--- src/rtl/chan_scan_mux.sv ---
// Parametrised CH-channel, DW-bit registered selector with manual load and auto-scan modes.
// Optional even-parity output dout_par is enabled by defining CHAN_SCAN_PARITY_EN.
module chan_scan_mux #(
  parameter int unsigned DW    = 8,
  parameter int unsigned CH    = 8,
  parameter int unsigned SELW  = 3,
  parameter int unsigned DWELL = 4
) (
  input  logic              sys_clk,
  input  logic              sys_rst_n,
  input  logic [CH*DW-1:0]  din,
  input  logic              mode,
  input  logic [SELW-1:0]   sel_in,
  input  logic              sel_load,
  input  logic              hold,
  output logic [DW-1:0]     dout,
  output logic              dout_vld,
  output logic [SELW-1:0]   cur_sel,
  output logic              scan_done
`ifdef CHAN_SCAN_PARITY_EN
  ,
  output logic              dout_par
`endif
);

  localparam int unsigned CW = (DWELL > 1) ? $clog2(DWELL) : 1;

  typedef enum logic [0:0] {StManual, StScan} state_e;

  state_e          state_q, state_d;
  logic [SELW-1:0] sel_q, sel_d;
  logic [CW-1:0]   cnt_q, cnt_d;
  logic            new_q, new_d;
  logic            wrap_d;
  logic            last_ch;
  logic [DW-1:0]   dsel;
  logic [DW-1:0]   dout_q;
  logic            vld_q;
  logic            done_q;

  assign dsel    = din[DW*32'(sel_q) +: DW];
  assign last_ch = (sel_q == SELW'(CH - 1));

  always_comb begin
    state_d = mode ? StScan : StManual;
    sel_d   = sel_q;
    cnt_d   = cnt_q;
    new_d   = 1'b0;
    wrap_d  = 1'b0;
    if (!hold) begin
      if (state_q == StScan && mode) begin
        if (cnt_q == CW'(DWELL - 1)) begin
          cnt_d  = '0;
          sel_d  = last_ch ? '0 : sel_q + 1'b1;
          new_d  = 1'b1;
          wrap_d = last_ch;
        end else begin
          cnt_d = cnt_q + 1'b1;
        end
      end else begin
        // Any mode entry/exit or manual residency keeps the dwell count at zero.
        cnt_d = '0;
        if (state_q == StManual && !mode && sel_load &&
            (32'(sel_in) < CH) && (sel_in != sel_q)) begin
          sel_d = sel_in;
          new_d = 1'b1;
        end
      end
    end
  end

  // new_q resets high so the first post-reset dout cycle is flagged valid.
  always_ff @(posedge sys_clk or negedge sys_rst_n) begin
    if (!sys_rst_n) begin
      state_q <= StManual;
      sel_q   <= '0;
      cnt_q   <= '0;
      new_q   <= 1'b1;
      dout_q  <= '0;
      vld_q   <= 1'b0;
      done_q  <= 1'b0;
    end else begin
      state_q <= state_d;
      sel_q   <= sel_d;
      cnt_q   <= cnt_d;
      new_q   <= new_d;
      dout_q  <= dsel;
      vld_q   <= new_q;
      done_q  <= wrap_d;
    end
  end

  assign dout      = dout_q;
  assign dout_vld  = vld_q;
  assign cur_sel   = sel_q;
  assign scan_done = done_q;

`ifdef CHAN_SCAN_PARITY_EN
  logic par_q;

  always_ff @(posedge sys_clk or negedge sys_rst_n) begin
    if (!sys_rst_n) begin
      par_q <= 1'b0;
    end else begin
      par_q <= ^dsel;
    end
  end

  assign dout_par = par_q;
`endif

endmodule

--- config.mk ---
export PLATFORM = sky130hd
export DESIGN_NAME = chan_scan_mux
export DESIGN_NICKNAME = d
export VERILOG_FILES = /design/src/rtl/chan_scan_mux.sv
export SDC_FILE = /design/constraint.sdc
export NUM_CORES = 1
export LEC_CHECK = 0
export CAP_MARGIN = 20
export CORE_MARGIN = 10
export CORE_UTILIZATION = 38
export CTS_CLUSTER_SIZE = 16
export DETAILED_ROUTE_END_ITERATION = 16
export GPL_ROUTABILITY_DRIVEN = 0
export PLACE_DENSITY = 0.87
export SLEW_MARGIN = 20
export SYNTH_ARGS = -nofsm -noshare
export SYNTH_HDL_FRONTEND = slang
export SYNTH_SLANG_ARGS = --single-unit
--- constraint.sdc ---
create_clock -name sys_clk -period 3.25 [get_ports sys_clk]
set_input_delay 0.975 -clock sys_clk [delete_from_list [all_inputs] [get_ports sys_clk]]
set_output_delay 0.975 -clock sys_clk [all_outputs]
set_load 0.02 [all_outputs]
======== Word-level counts from Yosys, hierarchy flattened ========
Index checks and enable logic that the tools add are counted.
storage, ports and cells
  input port bits ......................... 72
  output and inout port bits .............. 13
  word-level logic and storage cells ...... 37
  flip-flop bits (word level) ............. 17
cells by class
  equal/unequal tests ..................... 4
  bitwise logic cells ..................... 2
  reduce and logical (&&, ||, !) cells .... 7
  multiplexer cells ....................... 14
  add/subtract/negate cells ............... 2
  shift operators ......................... 1
operator list
  kind                                                   count
  indexed part select 64 x 7 -> 8 bit                    1
  two-way mux 3 bit                                      4
  two-way mux 1 bit                                      8
  logical AND 1 bit                                      4
  two-way mux 2 bit                                      2
  adder 3 x 1 -> 3 bit, second input constant            1
  equality test 3 bit, second input constant             1
  inequality test 3 bit                                  1
  AND reduction 3 bit                                    1
  adder 2 x 1 -> 2 bit, second input constant            1
  equality test 2 bit, second input constant             1
  inequality test 2 x 1 -> 1 bit, second input constant  1
  NOT 1 bit                                              2
  nonzero test 2 bit                                     1
  zero test 1 bit                                        1

======== Depth between registers and ports, before layout ========
Gate-level depths: netlist of the first run.
  depth after elaboration ................. 7
  depth in mapped cells ................... 5
  gate-level depth less buffers ........... 5

======== Worst setup path after synthesis of the first run ========
No wires, ideal clock.
  path type ............................... input to register
  from .................................... input mode
  to ...................................... register sel_q[2], in the netlist cur_sel[2]
  path slack .............................. 1.108 ns
  required time ........................... 3.123 ns
  buffers on the path ..................... 0
  data arrival time ....................... 2.015 ns
  library setup time ...................... 0.127 ns
  stages on the path ...................... 4
  path through ............................ or3b_4 -> a21oi_4 -> o31a_4 -> mux2_1
between the ends
  longest elaborated chain between the ends .. 6
  elaborated cells on any way between the ends .. 9
  those cells by class .................... 1 x eq/ne; 1 x mux; 7 x reduce/logical
ends and longest elaborated chain
  element                               RTL line  RTL
  from (decl)                           12        input logic mode,
  zero test 1 bit                       63        if (state_q == StManual && !mode && sel_load &&
  logical AND 1 bit (2 in a row)        63
  logical AND 1 bit                     64        (32'(sel_in) < CH) && (sel_in != sel_q)) begin
  nonzero test 2 bit (no source line)   -
  AND reduction 3 bit (no source line)  -
  to (signal assigned)                  84        sel_q <= sel_d;
  to (decl)                             31        logic [SELW-1:0] sel_q, sel_d;
Several ways; a longest one is shown, not always the timed one.
A chain may end at the register's enable or synchronous reset.

======== Worst setup path after layout of the first run ========
  from .................................... register sel_q[2], in the netlist cur_sel[2]
  to ...................................... output cur_sel[2]
RTL lines
  element    RTL line  RTL
  to (decl)  18        output logic [SELW-1:0] cur_sel,
No word-level cell between the ends.

==> results.sh, run 1 <==
export IMPL_outcome="finished clean"
export IMPL_ir_drop_v=0.0001975
export IMPL_clockBufferDepth=2
export IMPL_drv_cap=0
export IMPL_finalHoldViolCount=0
export IMPL_placed_cells=199
export IMPL_grt_first_pass_wirelength_um=5858
export IMPL_power_density_nw_per_um2=487.1
export IMPL_fillers=219
export IMPL_routedWlPerCell_um=17.74
export IMPL_grt_max_degree=21
export IMPL_cpLargestDelayFamily="flip-flops"
export IMPL_rrSetupSlack_ps=1470
export IMPL_design_area_um2=2093
export IMPL_area_growth_pct=73.37
export IMPL_layout_drive_gt1_share=0.1698
export IMPL_synth_edff_count=0
export IMPL_ctsRootBufferMaster="clkbuf_4"
export IMPL_total_power_w=0.001020
export IMPL_cts_hold_buf=0
export IMPL_fin_tns_setup_ps=0
export IMPL_synth_area_leaders="dfrtp_1 (33%), mux4_1 (17%), mux4_2 (15%)"
export IMPL_cp_end_kind="output port"
export IMPL_die_area_um2=5832
export IMPL_synth_area_per_cell_um2=16.32
export IMPL_slew_headroom=0.5053
export IMPL_cts_tree="yes"
export IMPL_cp_start_kind="flip-flop"
export IMPL_regArea_um2=426.7
export IMPL_synth_cell_type_count=25
export IMPL_globalRouteOverflowTotal=0
export IMPL_ys_warn_count=0
export IMPL_cp_required_ps=2270
export IMPL_cts_inserted_buffers=3
export IMPL_yosys_top_cells_count="dfrtp_1 (16), mux2_4 (8), mux4_1 (8), mux4_2 (8), nand2_1 (4)"
export IMPL_synth_area_leader_cell="dfrtp_1"
export IMPL_hp_class="flip-flop to flip-flop"
export IMPL_dp_hpwl_um=3051
export IMPL_clock_latency_ps=280
export IMPL_clock_fmax_mhz=362.7
export IMPL_max_stage_delay_ps=760
export IMPL_post_cts_buffers=0
export IMPL_worstPathMaxFanout=12
export IMPL_initial_utilization=0.3955
export IMPL_stdcell_count=203
export IMPL_synthFlopType="dfrtp_1"
export IMPL_yosysSeqAreaShare=0.3534
export IMPL_antenna_found_initial=0
export IMPL_drt_pass1_iter_count=4
export IMPL_drc_errors=0
export IMPL_min_period_ps=2757
export IMPL_cts_sinks=17
export IMPL_placedInstanceArea_um2=2066
export IMPL_synthCells=74
export IMPL_die_x_um=76.37
export IMPL_grt_pass1_vias=1211
export IMPL_coreArea_um2=3053
export IMPL_die_h_um=76.37
export IMPL_syn_area_um2=1207
export IMPL_yosysMostFrequentCell="dfrtp_1"
export IMPL_ys_ff_latch=17
export IMPL_h_tree_depth=1
export IMPL_syn_num_nets=149
export IMPL_slowest_stage="dfrtp_1"
export IMPL_first_iter_violations=21
export IMPL_path_class="flip-flop to output port"
export IMPL_worstMarginPinSlew_ps=739.7
export IMPL_clk_pin_slew_worst_paths_ps=90
export IMPL_cp_arrival_ps=1780
export IMPL_drv_slew=0
export IMPL_postRouteAntennaNets=0
export IMPL_via_per_inst=4.990
export IMPL_path_cells="clkdlybuf4s50_1"
export IMPL_synth_top_area_frac=0.3316
export IMPL_finalCritPeriodShare=0.8484
export IMPL_io_buffers=84
export IMPL_rsz0062_at_grt="no"
export IMPL_grt_total_usage=0.1238
export IMPL_ys_async_sr_fraction=1.000
export IMPL_ctsResizeCount=0
export IMPL_multi_input_area_um2=728.2
export IMPL_final_nets=235
export IMPL_skew_ps=2.539
export IMPL_crit_buf_inv=1
export IMPL_worst_slack_ps=492.7
export IMPL_dp_slack_ps=521.0
export IMPL_antenna_cells=0
export IMPL_wl_um=3602
export IMPL_row_count=20
export IMPL_power_leakage_nw=0.8569
export IMPL_setup_viol=0
export IMPL_via_count=1013
export IMPL_ioPinCount=85
==> power by group <==
| part | total (W) | internal, W | switching (W) |
|---|---|---|---|
| clock | 0.000109 | 0.0000457 | 0.0000628 |
| combinational | 0.000592 | 0.000370 | 0.000222 |
| sequential | 0.000319 | 0.000271 | 0.0000480 |
==> state kept, by name, indices dropped and copies added (netlist names) <==
register and cells:
cur_sel 3, scan_done 1, dout_vld 1, cnt_q 2
state_q 1, new_q 1, dout 8
==> logic make-up after synthesis <==
logic type                 after synthesis  share of synthesized area
and+or+nand+nor                         12                    0.04974
adders and majority gates                3                    0.03109
buffers and inverters                    5                    0.04352
AOI/OAI and AO/OA                        7                    0.05078
xor gates and xnor gates                 3                    0.02177
DFF                                     17                     0.3534
muxes                                   27                     0.4497
==> final cells by class <==
type	count	area share
Clock buffer	3	0.01076
Clock inverter	1	0.002391
Multi-Input combinational cell	52	0.3479
Sequential cell	17	0.2038
Tap cell	44	0.02630
Timing Repair Buffer	86	0.4088
==> final timing paths <==
check / from / to / depth (start not counted)
setup / recovery: cur_sel[2]$_DFFE_PN0P_ / cur_sel[2] / 1
hold / removal: new_q$_DFF_PN1_ / dout_vld$_DFF_PN0_ / 0
setup reg to reg: cur_sel[0]$_DFFE_PN0P_ / cur_sel[2]$_DFFE_PN0P_ / 5
hold reg to reg: new_q$_DFF_PN1_ / dout_vld$_DFF_PN0_ / 0
max in group asynchronous: sys_rst_n / cur_sel[0]$_DFFE_PN0P_ / 1
min in group asynchronous: sys_rst_n / dout_vld$_DFF_PN0_ / 1
==> per-layer routing <==
layer / track usage / part of all wire / routed length (µm)
met1: 0.1249 / 0.40 / 1432
met2: 0.2236 / 0.51 / 1820
met3: 0.06014 / 0.097 / 350
met4: 0.02788 / 0 / 0
met5: 0 / 0 / 0
==> metrics by stage <==
| stage | hold slack [ps] | utilization |
|---|---|---|
| floorplan | 379.3 | - |
| global placement | 384.2 | 0.6766 |
| detailed placement | 386.8 | 0.6766 |
| CTS | 400.5 | 0.6857 |
| global route | 403.7 | 0.6857 |
| finish | 398.4 | 0.6857 |
==> cell usage in the layout (no fill, tap or decap), drive strengths merged, types with 3 or more instances in the layout <==
| master | Yosys | routed |
|---|---|---|
| mux4 | 16 | 16 |
| clkdlybuf4s50 | 0 | 84 |
| dfrtp | 16 | 16 |
| nand2 | 4 | 4 |
| a21oi | 4 | 4 |
| clkbuf | 0 | 3 |
| mux2 | 10 | 10 |
| ha | 3 | 3 |
(Power assumes the default switching activity.)
==> run 2, diff against run 1 <==
--- a/config.mk
+++ b/config.mk
@@ -7,11 +7,11 @@
 export LEC_CHECK = 0
 export CAP_MARGIN = 20
 export CORE_MARGIN = 10
-export CORE_UTILIZATION = 38
+export CORE_UTILIZATION = 31
 export CTS_CLUSTER_SIZE = 16
 export DETAILED_ROUTE_END_ITERATION = 16
 export GPL_ROUTABILITY_DRIVEN = 0
-export PLACE_DENSITY = 0.87
+export PLACE_DENSITY = 0.76
 export SLEW_MARGIN = 20
 export SYNTH_ARGS = -nofsm -noshare
 export SYNTH_HDL_FRONTEND = slang
==> constraint.sdc (replaced) <==
create_clock -name sys_clk -period 2.3 [get_ports sys_clk]
set_input_delay 0.69 -clock sys_clk [delete_from_list [all_inputs] [get_ports sys_clk]]
set_output_delay 0.69 -clock sys_clk [all_outputs]
set_load 0.02 [all_outputs]
==> results.sh, run 2 (synthesized netlist as in run 1, its figures left out) <==
export IMPL_ioPinCount=85
export IMPL_antenna_cells=0
export IMPL_worstPathMaxFanout=2
export IMPL_coreArea_um2=3716
export IMPL_via_count=1020
export IMPL_dp_hpwl_um=3310
export IMPL_hold_ws_ps=390.7
export IMPL_final_common_cell="clkdlybuf4s50_1"
export IMPL_drt_pass1_iter_count=4
export IMPL_min_period_ps=2011
export IMPL_rrSetupSlack_ps=570
export IMPL_grt_pass1_vias=1159
export IMPL_grt_max_degree=20
export IMPL_worst_slack_ps=288.6
export IMPL_power_density_nw_per_um2=708.9
export IMPL_clock_fmax_mhz=497.2
export IMPL_die_x_um=82.41
export IMPL_crit_buf_inv=1
export IMPL_cp_required_ps=2450
export IMPL_outcome="finished clean"
export IMPL_cpLargestDelayFamily="buffers and inverters"
export IMPL_rsz0062_at_grt="no"
export IMPL_drv_slew=0
export IMPL_routedWlPerCell_um=17.64
export IMPL_r2r_end="cur_sel[2]$_DFFE_PN0P_"
export IMPL_drc_errors=0
export IMPL_io_buffers=84
export IMPL_finalCritPeriodShare=0.8745
export IMPL_ctsRootBufferMaster="clkbuf_8"
export IMPL_finalHoldViolCount=0
export IMPL_via_per_inst=4.789
export IMPL_post_cts_buffers=0
export IMPL_path_class="input port to flip-flop"
export IMPL_largest_register_ffs=8
export IMPL_antenna_found_initial=0
export IMPL_total_power_w=0.001535
export IMPL_grt_first_pass_wirelength_um=5768
export IMPL_clock_latency_ps=260
export IMPL_cp_num_cells=5
export IMPL_cts_hold_buf=0
export IMPL_die_h_um=82.41
export IMPL_die_area_um2=6791
export IMPL_path_cells="clkdlybuf4s50_1, or3b_4, a21oi_4, o31a_4, mux2_1"
export IMPL_power_leakage_nw=0.8900
export IMPL_cp_startpoint="mode"
export IMPL_dp_slack_ps=3.104
export IMPL_reg2regPathDepth=5
export IMPL_postRouteAntennaNets=0
export IMPL_slowest_stage="clkdlybuf4s50_1"
export IMPL_worstReg2RegStart="cur_sel[1]$_DFFE_PN0P_"
export IMPL_initial_utilization=0.3249
export IMPL_drv_cap=0
export IMPL_max_stage_delay_ps=420
export IMPL_ir_drop_v=0.0002763
export IMPL_cp_end_kind="flip-flop"
export IMPL_crit_end="cur_sel[2]$_DFFE_PN0P_"
export IMPL_wl_um=3758
export IMPL_worstMarginPinSlew_ps=469.3
export IMPL_cts_inserted_buffers=3
export IMPL_skew_ps=4.292
export IMPL_ctsResizeCount=0
export IMPL_first_iter_violations=44
export IMPL_placed_cells=209
export IMPL_setup_viol=0
export IMPL_clockBufferDepth=2
export IMPL_layout_drive_gt1_share=0.2000
export IMPL_grt_total_usage=0.1138
export IMPL_cp_arrival_ps=2160
export IMPL_stdcell_count=213
export IMPL_final_nets=241
export IMPL_globalRouteOverflowTotal=0
export IMPL_row_count=22
export IMPL_fin_tns_setup_ps=0
export IMPL_cp_start_kind="input port"
export IMPL_final_cell_mix="clkdlybuf4s50_1 (84), dfrtp_1 (16)"
export IMPL_slew_headroom=0.6862
export IMPL_hp_class="flip-flop to flip-flop"
export IMPL_cts_tree="yes"
export IMPL_area_growth_pct=79.27
export IMPL_cts_sinks=17
export IMPL_h_tree_depth=1
export IMPL_clk_pin_slew_worst_paths_ps=70
## run 2: changes by cell type in the layout (fill, tap and decap cells not counted), sizes merged
cell,previous run,this run
clkinvlp,0,1
clkinv,1,0
buf,2,8
## run 2: cell type report
cell class	instances	area [µm²]
fillers	320	1551
repair buffers	92	900.9
multi-input cells	52	728.2
flip-flops and latches	17	426.7
well taps	48	60.06
clock buffers	3	41.29
clock inverters	1	7.507
## run 2: metrics by stage
step	area, µm²	utilization
final	2165	0.5825
after floorplan	1207	-
after CTS	2165	0.5825
after detailed placement	2116	0.5694
after global routing	2165	0.5825
after global placement	2116	0.5694
## run 2: worst min-delay path by stage
| stage | startpoint | end | slack, ps | cells past startpoint |
|---|---|---|---|---|
| 6_report | new_q$_DFF_PN1_ | dout_vld$_DFF_PN0_ | 390 | 0 |
| 4_1_cts | new_q$_DFF_PN1_ | dout_vld$_DFF_PN0_ | 390 | 0 |
| 5_1_grt | new_q$_DFF_PN1_ | dout_vld$_DFF_PN0_ | 400 | 0 |
| 3_5_place_dp | new_q$_DFF_PN1_ | dout_vld$_DFF_PN0_ | 380 | 0 |
| 2_1_floorplan | new_q$_DFF_PN1_ | dout_vld$_DFF_PN0_ | 380 | 0 |
| 3_3_place_gp | new_q$_DFF_PN1_ | dout_vld$_DFF_PN0_ | 380 | 0 |
## run 2: where the power goes
| part | leakage (nW) | switching (W) | internal [W] |
|---|---|---|---|
| logic | 0.664 | 0.000348 | 0.000540 |
| registers | 0.204 | 0.0000299 | 0.000384 |
| clock network | 0.0217 | 0.000111 | 0.000122 |
| total | 0.890 | 0.000488 | 0.00105 |
## run 2: routing by layer
| layer | vias to the layer above | wire, µm | global-route usage |
|---|---|---|---|
| met5 | - | 0 | 0 |
| met4 | 0 | 37 | 0.03061 |
| met3 | 4 | 306 | 0.03672 |
| met2 | 42 | 2210 | 0.2379 |
| met1 | 487 | 1203 | 0.09794 |
| li1 | 487 | - | - |
